**config.mk**
```make
export PLATFORM = sky130hd
export DESIGN_NAME = vmul_seq_ctrl_flat
export DESIGN_NICKNAME = d
export VERILOG_FILES = /design/src/rtl/vmul_seq_ctrl_if.sv /design/src/rtl/vmul_seq_ctrl.sv /design/src/flat_wrapper.sv
export SDC_FILE = /design/constraint.sdc
export NUM_CORES = 1
export LEC_CHECK = 0
export CAP_MARGIN = 30
export CORE_AREA = 2 2 181 183
export CTS_BUF_LIST = sky130_fd_sc_hd__clkbuf_16
export CTS_CLUSTER_DIAMETER = 40
export CTS_CLUSTER_SIZE = 20
export DETAILED_ROUTE_END_ITERATION = 12
export DIE_AREA = 0 0 183 185
export GPL_TIMING_DRIVEN = 0
export MAX_ROUTING_LAYER = met4
export PLACE_DENSITY_LB_ADDON = 0.2
export SYNTH_ARGS = -nofsm -noshare
export SYNTH_HDL_FRONTEND = slang
export SYNTH_SLANG_ARGS = --single-unit
```
**constraint.sdc**
```tcl
create_clock -name clk -period 2.3 [get_ports clk]
set_input_delay 0.345 -clock clk [delete_from_list [all_inputs] [get_ports clk]]
set_output_delay 0.345 -clock clk [all_outputs]
set_load 0.01 [all_outputs]
```
**src/rtl/vmul_seq_ctrl_if.sv**
```systemverilog
// Request, response, flush and multiplier-array signals of vmul_seq_ctrl.
// The slave modport is the sequencer; the master modport is the requester/array side.
interface vmul_seq_ctrl_if;
   logic          req_valid;
   logic          req_ready;
   logic [1:0]    req_sew;
   logic [31:0]   req_a1;
   logic [31:0]   req_b1;
   logic [31:0]   req_a2;
   logic [31:0]   req_b2;

   logic          resp_valid;
   logic          resp_ready;
   logic [127:0]  resp_res;
   logic          resp_err;

   logic          flush;

   logic          mul_go;
   logic [1:0]    mul_sew;
   logic          mul_count_0;
   logic [31:0]   mul_a1;
   logic [31:0]   mul_b1;
   logic [31:0]   mul_a2;
   logic [31:0]   mul_b2;
   logic [63:0]   mul_res_i;

   logic          busy;

   modport slave (
      input  req_valid, req_sew, req_a1, req_b1, req_a2, req_b2,
      input  resp_ready, flush, mul_res_i,
      output req_ready, resp_valid, resp_res, resp_err,
      output mul_go, mul_sew, mul_count_0, mul_a1, mul_b1, mul_a2, mul_b2,
      output busy
   );

   modport master (
      output req_valid, req_sew, req_a1, req_b1, req_a2, req_b2,
      output resp_ready, flush, mul_res_i,
      input  req_ready, resp_valid, resp_res, resp_err,
      input  mul_go, mul_sew, mul_count_0, mul_a1, mul_b1, mul_a2, mul_b2,
      input  busy
   );
endinterface

```
**src/rtl/vmul_seq_ctrl.sv**
```systemverilog
// Sequencer driving an 8-bit multiplier array for one or two passes per request.
// Optional macro VMUL_SEQ_SEW_ERR_EN: reject sew=11 with resp_err instead of running two passes.
module vmul_seq_ctrl #(
   parameter int MUL_LAT = 1
) (
   input  logic          clk,
   input  logic          reset,
   vmul_seq_ctrl_if.slave bus
);

   typedef enum logic [1:0] {
      IDLE  = 2'd0,
      ISSUE = 2'd1,
      WAIT  = 2'd2,
      DONE  = 2'd3
   } state_t;

   state_t        r_state;
   state_t        w_state_next;

   logic [1:0]    r_mul_sew;
   logic          r_count_0;
   logic          r_two_pass;
   logic [31:0]   r_a1;
   logic [31:0]   r_b1;
   logic [31:0]   r_a2;
   logic [31:0]   r_b2;
   logic [2:0]    r_lat_cnt;
   logic [63:0]   r_res_lo;
   logic [63:0]   r_res_hi;

   logic          w_accept;
   logic          w_capture;
   logic          w_sew_err;

   assign w_accept  = (r_state == IDLE) && bus.req_valid && !bus.flush;
   assign w_capture = (r_state == WAIT) && (r_lat_cnt == 3'd1);

`ifdef VMUL_SEQ_SEW_ERR_EN
   logic          r_err;

   assign w_sew_err    = (bus.req_sew == 2'b11);
   assign bus.resp_err = r_err;

   always_ff @(posedge clk or negedge reset) begin
      if (!reset) begin
         r_err <= 1'b0;
      end else if (bus.flush) begin
         r_err <= 1'b0;
      end else if (w_accept) begin
         r_err <= w_sew_err;
      end
   end
`else
   assign w_sew_err    = 1'b0;
   assign bus.resp_err = 1'b0;
`endif

   always_ff @(posedge clk or negedge reset) begin
      if (!reset) begin
         r_state <= IDLE;
      end else begin
         r_state <= w_state_next;
      end
   end

   always_comb begin
      w_state_next = r_state;
      unique case (r_state)
         IDLE: begin
            if (w_accept) begin
               w_state_next = w_sew_err ? DONE : ISSUE;
            end
         end
         ISSUE: begin
            w_state_next = WAIT;
         end
         WAIT: begin
            // A two-pass request loops back for its upper half after pass 0.
            if (w_capture) begin
               w_state_next = (r_two_pass && !r_count_0) ? ISSUE : DONE;
            end
         end
         DONE: begin
            if (bus.resp_ready) begin
               w_state_next = IDLE;
            end
         end
         default: begin
            w_state_next = IDLE;
         end
      endcase
      if (bus.flush) begin
         w_state_next = IDLE;
      end
   end

   always_ff @(posedge clk or negedge reset) begin
      if (!reset) begin
         r_mul_sew  <= 2'b00;
         r_count_0  <= 1'b0;
         r_two_pass <= 1'b0;
         r_a1       <= 32'h0;
         r_b1       <= 32'h0;
         r_a2       <= 32'h0;
         r_b2       <= 32'h0;
         r_lat_cnt  <= 3'd0;
         r_res_lo   <= 64'h0;
         r_res_hi   <= 64'h0;
      end else if (bus.flush) begin
         r_count_0  <= 1'b0;
         r_lat_cnt  <= 3'd0;
         r_res_lo   <= 64'h0;
         r_res_hi   <= 64'h0;
      end else begin
         if (w_accept) begin
            r_mul_sew  <= bus.req_sew;
            r_two_pass <= bus.req_sew[1];
            r_a1       <= bus.req_a1;
            r_b1       <= bus.req_b1;
            r_a2       <= bus.req_a2;
            r_b2       <= bus.req_b2;
            r_count_0  <= 1'b0;
            r_res_lo   <= 64'h0;
            r_res_hi   <= 64'h0;
         end

         if (r_state == ISSUE) begin
            r_lat_cnt <= 3'(MUL_LAT);
         end else if ((r_state == WAIT) && (r_lat_cnt != 3'd0)) begin
            r_lat_cnt <= r_lat_cnt - 3'd1;
         end

         // mul_res_i is only trusted on the last WAIT cycle of each pass.
         if (w_capture) begin
            if (r_count_0) begin
               r_res_hi <= bus.mul_res_i;
            end else begin
               r_res_lo <= bus.mul_res_i;
            end
            if (r_two_pass && !r_count_0) begin
               r_count_0 <= 1'b1;
            end
         end
      end
   end

   assign bus.req_ready   = (r_state == IDLE) && !bus.flush;
   assign bus.mul_go      = (r_state == ISSUE);
   assign bus.busy        = (r_state != IDLE);
   assign bus.resp_valid  = (r_state == DONE);
   assign bus.resp_res    = {r_res_hi, r_res_lo};
   assign bus.mul_sew     = r_mul_sew;
   assign bus.mul_count_0 = r_count_0;
   assign bus.mul_a1      = r_a1;
   assign bus.mul_b1      = r_b1;
   assign bus.mul_a2      = r_a2;
   assign bus.mul_b2      = r_b2;

endmodule

```
**src/flat_wrapper.sv**
```systemverilog
// flat-port wrapper written by rule: the top's interface ports become plain ports
module vmul_seq_ctrl_flat 
#(
   parameter int MUL_LAT = 1
)
  (clk, reset, bus_req_valid, bus_req_sew, bus_req_a1, bus_req_b1, bus_req_a2, bus_req_b2, bus_resp_ready, bus_flush, bus_mul_res_i, bus_req_ready, bus_resp_valid, bus_resp_res, bus_resp_err, bus_mul_go, bus_mul_sew, bus_mul_count_0, bus_mul_a1, bus_mul_b1, bus_mul_a2, bus_mul_b2, bus_busy);
  vmul_seq_ctrl_if bus_i ();
  input  logic clk;
  input  logic reset;
  input wire logic [$bits(bus_i.req_valid)-1:0] bus_req_valid;
  input wire logic [$bits(bus_i.req_sew)-1:0] bus_req_sew;
  input wire logic [$bits(bus_i.req_a1)-1:0] bus_req_a1;
  input wire logic [$bits(bus_i.req_b1)-1:0] bus_req_b1;
  input wire logic [$bits(bus_i.req_a2)-1:0] bus_req_a2;
  input wire logic [$bits(bus_i.req_b2)-1:0] bus_req_b2;
  input wire logic [$bits(bus_i.resp_ready)-1:0] bus_resp_ready;
  input wire logic [$bits(bus_i.flush)-1:0] bus_flush;
  input wire logic [$bits(bus_i.mul_res_i)-1:0] bus_mul_res_i;
  output wire logic [$bits(bus_i.req_ready)-1:0] bus_req_ready;
  output wire logic [$bits(bus_i.resp_valid)-1:0] bus_resp_valid;
  output wire logic [$bits(bus_i.resp_res)-1:0] bus_resp_res;
  output wire logic [$bits(bus_i.resp_err)-1:0] bus_resp_err;
  output wire logic [$bits(bus_i.mul_go)-1:0] bus_mul_go;
  output wire logic [$bits(bus_i.mul_sew)-1:0] bus_mul_sew;
  output wire logic [$bits(bus_i.mul_count_0)-1:0] bus_mul_count_0;
  output wire logic [$bits(bus_i.mul_a1)-1:0] bus_mul_a1;
  output wire logic [$bits(bus_i.mul_b1)-1:0] bus_mul_b1;
  output wire logic [$bits(bus_i.mul_a2)-1:0] bus_mul_a2;
  output wire logic [$bits(bus_i.mul_b2)-1:0] bus_mul_b2;
  output wire logic [$bits(bus_i.busy)-1:0] bus_busy;
  assign bus_i.req_valid = bus_req_valid;
  assign bus_i.req_sew = bus_req_sew;
  assign bus_i.req_a1 = bus_req_a1;
  assign bus_i.req_b1 = bus_req_b1;
  assign bus_i.req_a2 = bus_req_a2;
  assign bus_i.req_b2 = bus_req_b2;
  assign bus_i.resp_ready = bus_resp_ready;
  assign bus_i.flush = bus_flush;
  assign bus_i.mul_res_i = bus_mul_res_i;
  assign bus_req_ready = bus_i.req_ready;
  assign bus_resp_valid = bus_i.resp_valid;
  assign bus_resp_res = bus_i.resp_res;
  assign bus_resp_err = bus_i.resp_err;
  assign bus_mul_go = bus_i.mul_go;
  assign bus_mul_sew = bus_i.mul_sew;
  assign bus_mul_count_0 = bus_i.mul_count_0;
  assign bus_mul_a1 = bus_i.mul_a1;
  assign bus_mul_b1 = bus_i.mul_b1;
  assign bus_mul_a2 = bus_i.mul_a2;
  assign bus_mul_b2 = bus_i.mul_b2;
  assign bus_busy = bus_i.busy;
  vmul_seq_ctrl #(.MUL_LAT(MUL_LAT)) u_core (.clk(clk), .reset(reset), .bus(bus_i));
endmodule
```
# Word level (Yosys, flattened, before mapping)
# Index checks and enable logic that the tools add are counted.
# op_classes
reduce_logical	14
n_addsub	1
mux	21
bitwise	1
n_eq_ne	7
# op_table
operator	n
$mux 64	8
$mux 2	5
$mux 3	3
$pmux 2 s4	1
$logic_and 1x1->1	6
$ne 3x2->1 const B	2
$reduce_bool 3->1	2
$eq 2x2->1 const B	2
$mux 1	4
$eq 3x1->1 const B	1
$ne 3x3->1 const B	1
$reduce_and 3->1	1
$sub 3x1->3 const B	1
$eq 2x1->1 const B	1
$logic_not 1->1	2
$logic_not 2->1	1
$reduce_and 2->1	1
$reduce_bool 2->1	1
$not 1->1	1
# totals
wordCells	55
reg_bits	265
output_inout_bits	264
input_bits	199

# Logic depth before layout (Yosys ltp)
# Gate-level depths: netlist of the first run.
# logic_depth
depth_word	7
depth_mapped	7
ltp_nobuf	6

# Least setup slack after synthesis of the first run
# No wires, ideal clock.
# synth_path
path_type	register to register
from	register u_core.r_state[1]
to	register u_core.r_a2[0] (netlist: u_core.bus.mul_a2[0])
t_required_ns	2.175
setup_ns	0.125
path_slack_ns	0.487
path_stages_with_launch	7
arrival_ns	1.688
path_buffers	4
cell_sequence	dfrtp_1 -> buf_6 -> or4b_4 -> buf_6 -> buf_6 -> buf_6 -> mux2_4
# synth_via
elab_chain_len	4
# synth_rtl
item	line_no	rtl
start, declared	vmul_seq_ctrl.sv:18	state_t r_state;
start signal, assigned	vmul_seq_ctrl.sv:63	r_state <= w_state_next;
$logic_not 2->1	vmul_seq_ctrl.sv:36	assign w_accept = (r_state == IDLE) && bus.req_valid && !bus.flush;
$logic_and 1x1->1 (2 in series)	vmul_seq_ctrl.sv:36	
$reduce_and 2->1 (no source line)	--	
end signal, assigned	vmul_seq_ctrl.sv:121	r_a2 <= bus.req_a2;
end, declared	vmul_seq_ctrl.sv:26	logic [31:0] r_a2;
# Every way passes these cells.
# A chain may end at the register's enable or synchronous reset.

# Worst setup path after layout of the first run
# layout_path
from	register u_core.r_state[0]
to	output bus_resp_valid
# layout_via
elab_chain_len	1
# layout_rtl
item	line_no	rtl
$eq 2x2->1	vmul_seq_ctrl.sv:151	assign bus.resp_valid = (r_state == DONE);
end, declared	flat_wrapper.sv:20	output wire logic [$bits(bus_i.resp_valid)-1:0] bus_resp_valid;
# Every way passes these cells.

==> results.json, run 1 <==
{
  "status": "complete, no violations",
  "maxSlewViolCount": 0,
  "via_count": 8530,
  "yosysUniqueCellTypes": 29,
  "yosysWarnings": 0,
  "syn-mean-instance-area_um2": 14.2,
  "h-tree-depth": 2,
  "area_delta_synth_final_pct": 57.7,
  "antenna_found_initial": 3,
  "max-slew-margin-rel_pct": 46.9,
  "clk_pin_slew_ps": 50,
  "cts_buffers": 44,
  "wl_mm": 37.0,
  "finalHoldViolCount": 0,
  "netlist_instances": 822,
  "synthTopCellsByArea": "dfrtp_1, mux2i_1, mux2_4",
  "io_pins": 463,
  "critPathRequiredTime_ps": 1960,
  "cp-start-kind": "register",
  "leakagePower_nw": 8.23,
  "ir_drop_mv": 0.420,
  "initial_core_util_pct": 36.4,
  "rows": 66,
  "ys.flop_type": "dfrtp_1",
  "power_w": 0.0163,
  "fin_skew_ps": 18.3,
  "fmax_ghz": 0.457,
  "drtAntennaViolNets": 0,
  "portBuffers": 461,
  "whs_ps": 388,
  "path_cells": "and2_1, clkdlybuf4s50_1",
  "synthArstFlopShare_pct": 100,
  "post_cts_buffers": 0,
  "critPathSlowestCell": "clkdlybuf4s50_1",
  "synth.largest_area_cell": "dfrtp_1",
  "clockBufferDepth": 3,
  "n_fill_cell": 2650,
  "fin_crit_sh_pct": 95.1,
  "synth_edf_count": 0,
  "min_path_type": "in2async",
  "drt-initial-drc-count": 276,
  "drtPass1Iterations": 4,
  "arrival_ps": 1840,
  "track_usage_pct": 21.9,
  "register_area_um2": 6610,
  "min_period_ps": 2190,
  "setup_violations": 0,
  "dpl.cell_count": 1693,
  "tritoncts": "built",
  "drc": 0,
  "drive_gt1_share_pct": 18.6,
  "crit_path_end_kind": "output pin",
  "grt_pass1_wl_mm": 55.2,
  "ys_seq_area_share_pct": 56.6,
  "grt_max_degree": 113,
  "die_area_um2": 33900,
  "multi_input_area_um2": 4650,
  "clock-sinks": 264,
  "final_net_count": 1533,
  "place.gp.congestion": 0.790,
  "worst_pin_slew_ps": 797,
  "grt_pass1_vias": 9113,
  "setup_tns_ps": 0,
  "power_density_nw_per_um2": 887,
  "maxCapViolCount": 0,
  "rsz0062_at_grt": "false",
  "core_area_um2": 32000,
  "clockRootBuffer": "clkbuf_16",
  "die_x_um": 183,
  "ys_ff_latch": 264,
  "overflow": 0,
  "wl_per_cell_um": 20.8,
  "viasPerCell": 4.80,
  "syn-num-nets": 1024,
  "cp_slowest_stage_delay_ps": 590,
  "critPathMaxFanout": 8,
  "final_cells": 1777,
  "worstSetupPathType": "reg2out",
  "syn_area_um2": 11700,
  "hpwlAfterDp_mm": 26.8,
  "die_h_um": 185,
  "path_delay_family": "buffers and inverters",
  "insertion_delay_ps": 530,
  "critPathBufInv": 1,
  "synth_top_area_share_pct": 56.6
}
-- cell usage in the layout (no fill, tap or decap), types with 3 or more instances in the layout --
cell,n
buf_6,12
bufinv_16,6
nor2_1,4
clkinv_1,5
diode_2,3
clkinvlp_4,4
nand2b_1,66
mux2i_1,128
mux2_2,49
dfrtp_1,264
inv_1,6
inv_6,13
ha_1,3
clkdlybuf4s50_1,459
clkbuf_16,45
mux2_4,81
buf_2,28
clkinv_4,3
clkinv_2,3
a21oi_1,4
nand3b_1,130
clkbuf_1,23
-- sequential cells by signal, summed over array words and instances (netlist names) --
| signal | cells |
|---|---|
| u_core.bus.mul_a1 | 32 |
| u_core.bus.mul_a2 | 32 |
| u_core.bus.mul_b1 | 32 |
| u_core.bus.mul_b2 | 32 |
| u_core.bus.mul_count_0 | 1 |
| u_core.bus.mul_sew | 1 |
| u_core.r_lat_cnt | 3 |
| u_core.r_res_hi | 64 |
| u_core.r_res_lo | 64 |
| u_core.r_state | 2 |
| u_core.r_two_pass | 1 |
-- worst reg2reg max path, delay by kind of cell, from the launching register on --
family / cells / cell delay [ps]
mux: 1 / 80
flops: 1 / 460
buf+inv: 3 / 820
simple gates: 2 / 680
-- synthesized netlist by cell type, types with 3 or more instances --
library cell and number:
a21oi_1 4, buf_2 28, buf_6 12, clkbuf_1 25
dfrtp_1 264, ha_1 3, inv_1 5, mux2_2 49
mux2_4 81, mux2i_1 128, nand2b_1 66, nand3b_1 130
nor2_1 4
-- metrics by stage --
step / setup WS, ps / util (%) / instance area (um2)
floorplan: 487 / - / 11700
global placement: -11290 / 52.4 / 16800
detailed placement: -521 / 52.6 / 16900
CTS: 3.68 / 57.4 / 18400
global route: 14.4 / 57.4 / 18400
finish: 113 / 57.4 / 18400
-- kinds of logic after synthesis --
kind of cell | share of synthesized area (%)
buffers and inverters | 3.49
AND/OR/NAND/NOR | 12.6
AO/OA/AOI/OAI | 0.794
adder cells (fa/ha/maj) | 0.322
multiplexers | 26.1
other | 0.0321
flip-flops | 56.6
-- worst paths after layout --
path	startpoint	to	slack [ps]	cells after the start
max	u_core.r_state[0]	bus_resp_valid	110	2
min	reset	u_core.r_res_hi[27]	390	2
max reg2reg	u_core.r_state[0]	u_core.r_res_lo[49]	110	6
min reg2reg	u_core.bus.mul_a1[15]	u_core.bus.mul_a1[15]	500	1
max in group asynchronous	reset	u_core.bus.mul_b2[12]	930	3
min in group clk	bus_mul_res_i[61]	u_core.r_res_lo[61]	410	3
-- per-layer routing --
metal  vias up  global-route usage [%]  wire length, um
met4         0                    7.14             1130
met2       323                    36.1            17900
li1       3917                       -                -
met3        59                    7.63             3260
met5         -                       -                0
met1      4231                    25.2            14700
-- final cells by class --
cell class / instances / area share, %
Sequential cell: 264 / 35.9
Timing Repair Buffer: 464 / 25.5
Multi-Input combinational cell: 485 / 25.3
Clock buffer: 45 / 6.12
Tap cell: 408 / 2.77
Buffer: 67 / 2.15
Clock inverter: 36 / 2.13
Inverter: 5 / 0.102
Antenna cell: 3 / 0.0408
-- where the power goes --
group	internal, W	switching, W
sequential	0.00535	0.000381
combinational	0.00241	0.00141
clock	0.00430	0.00247
-- what timing repair did --
| item | CTS | global route |
|---|---|---|
| setup endpoints to repair | 11 | 1 |
| hold endpoints to repair | 69 | 0 |
| hold buffers | 1 | 0 |
| gates resized for setup | 5 | 1 |
Power figures use the tool's default switching activity.
==> run 2, diff against run 1 <==
TNS_END_PERCENT = 10   (was default)
==> results of run 2 <==
Final layout, timing and power as in run 1 (identical DEF).
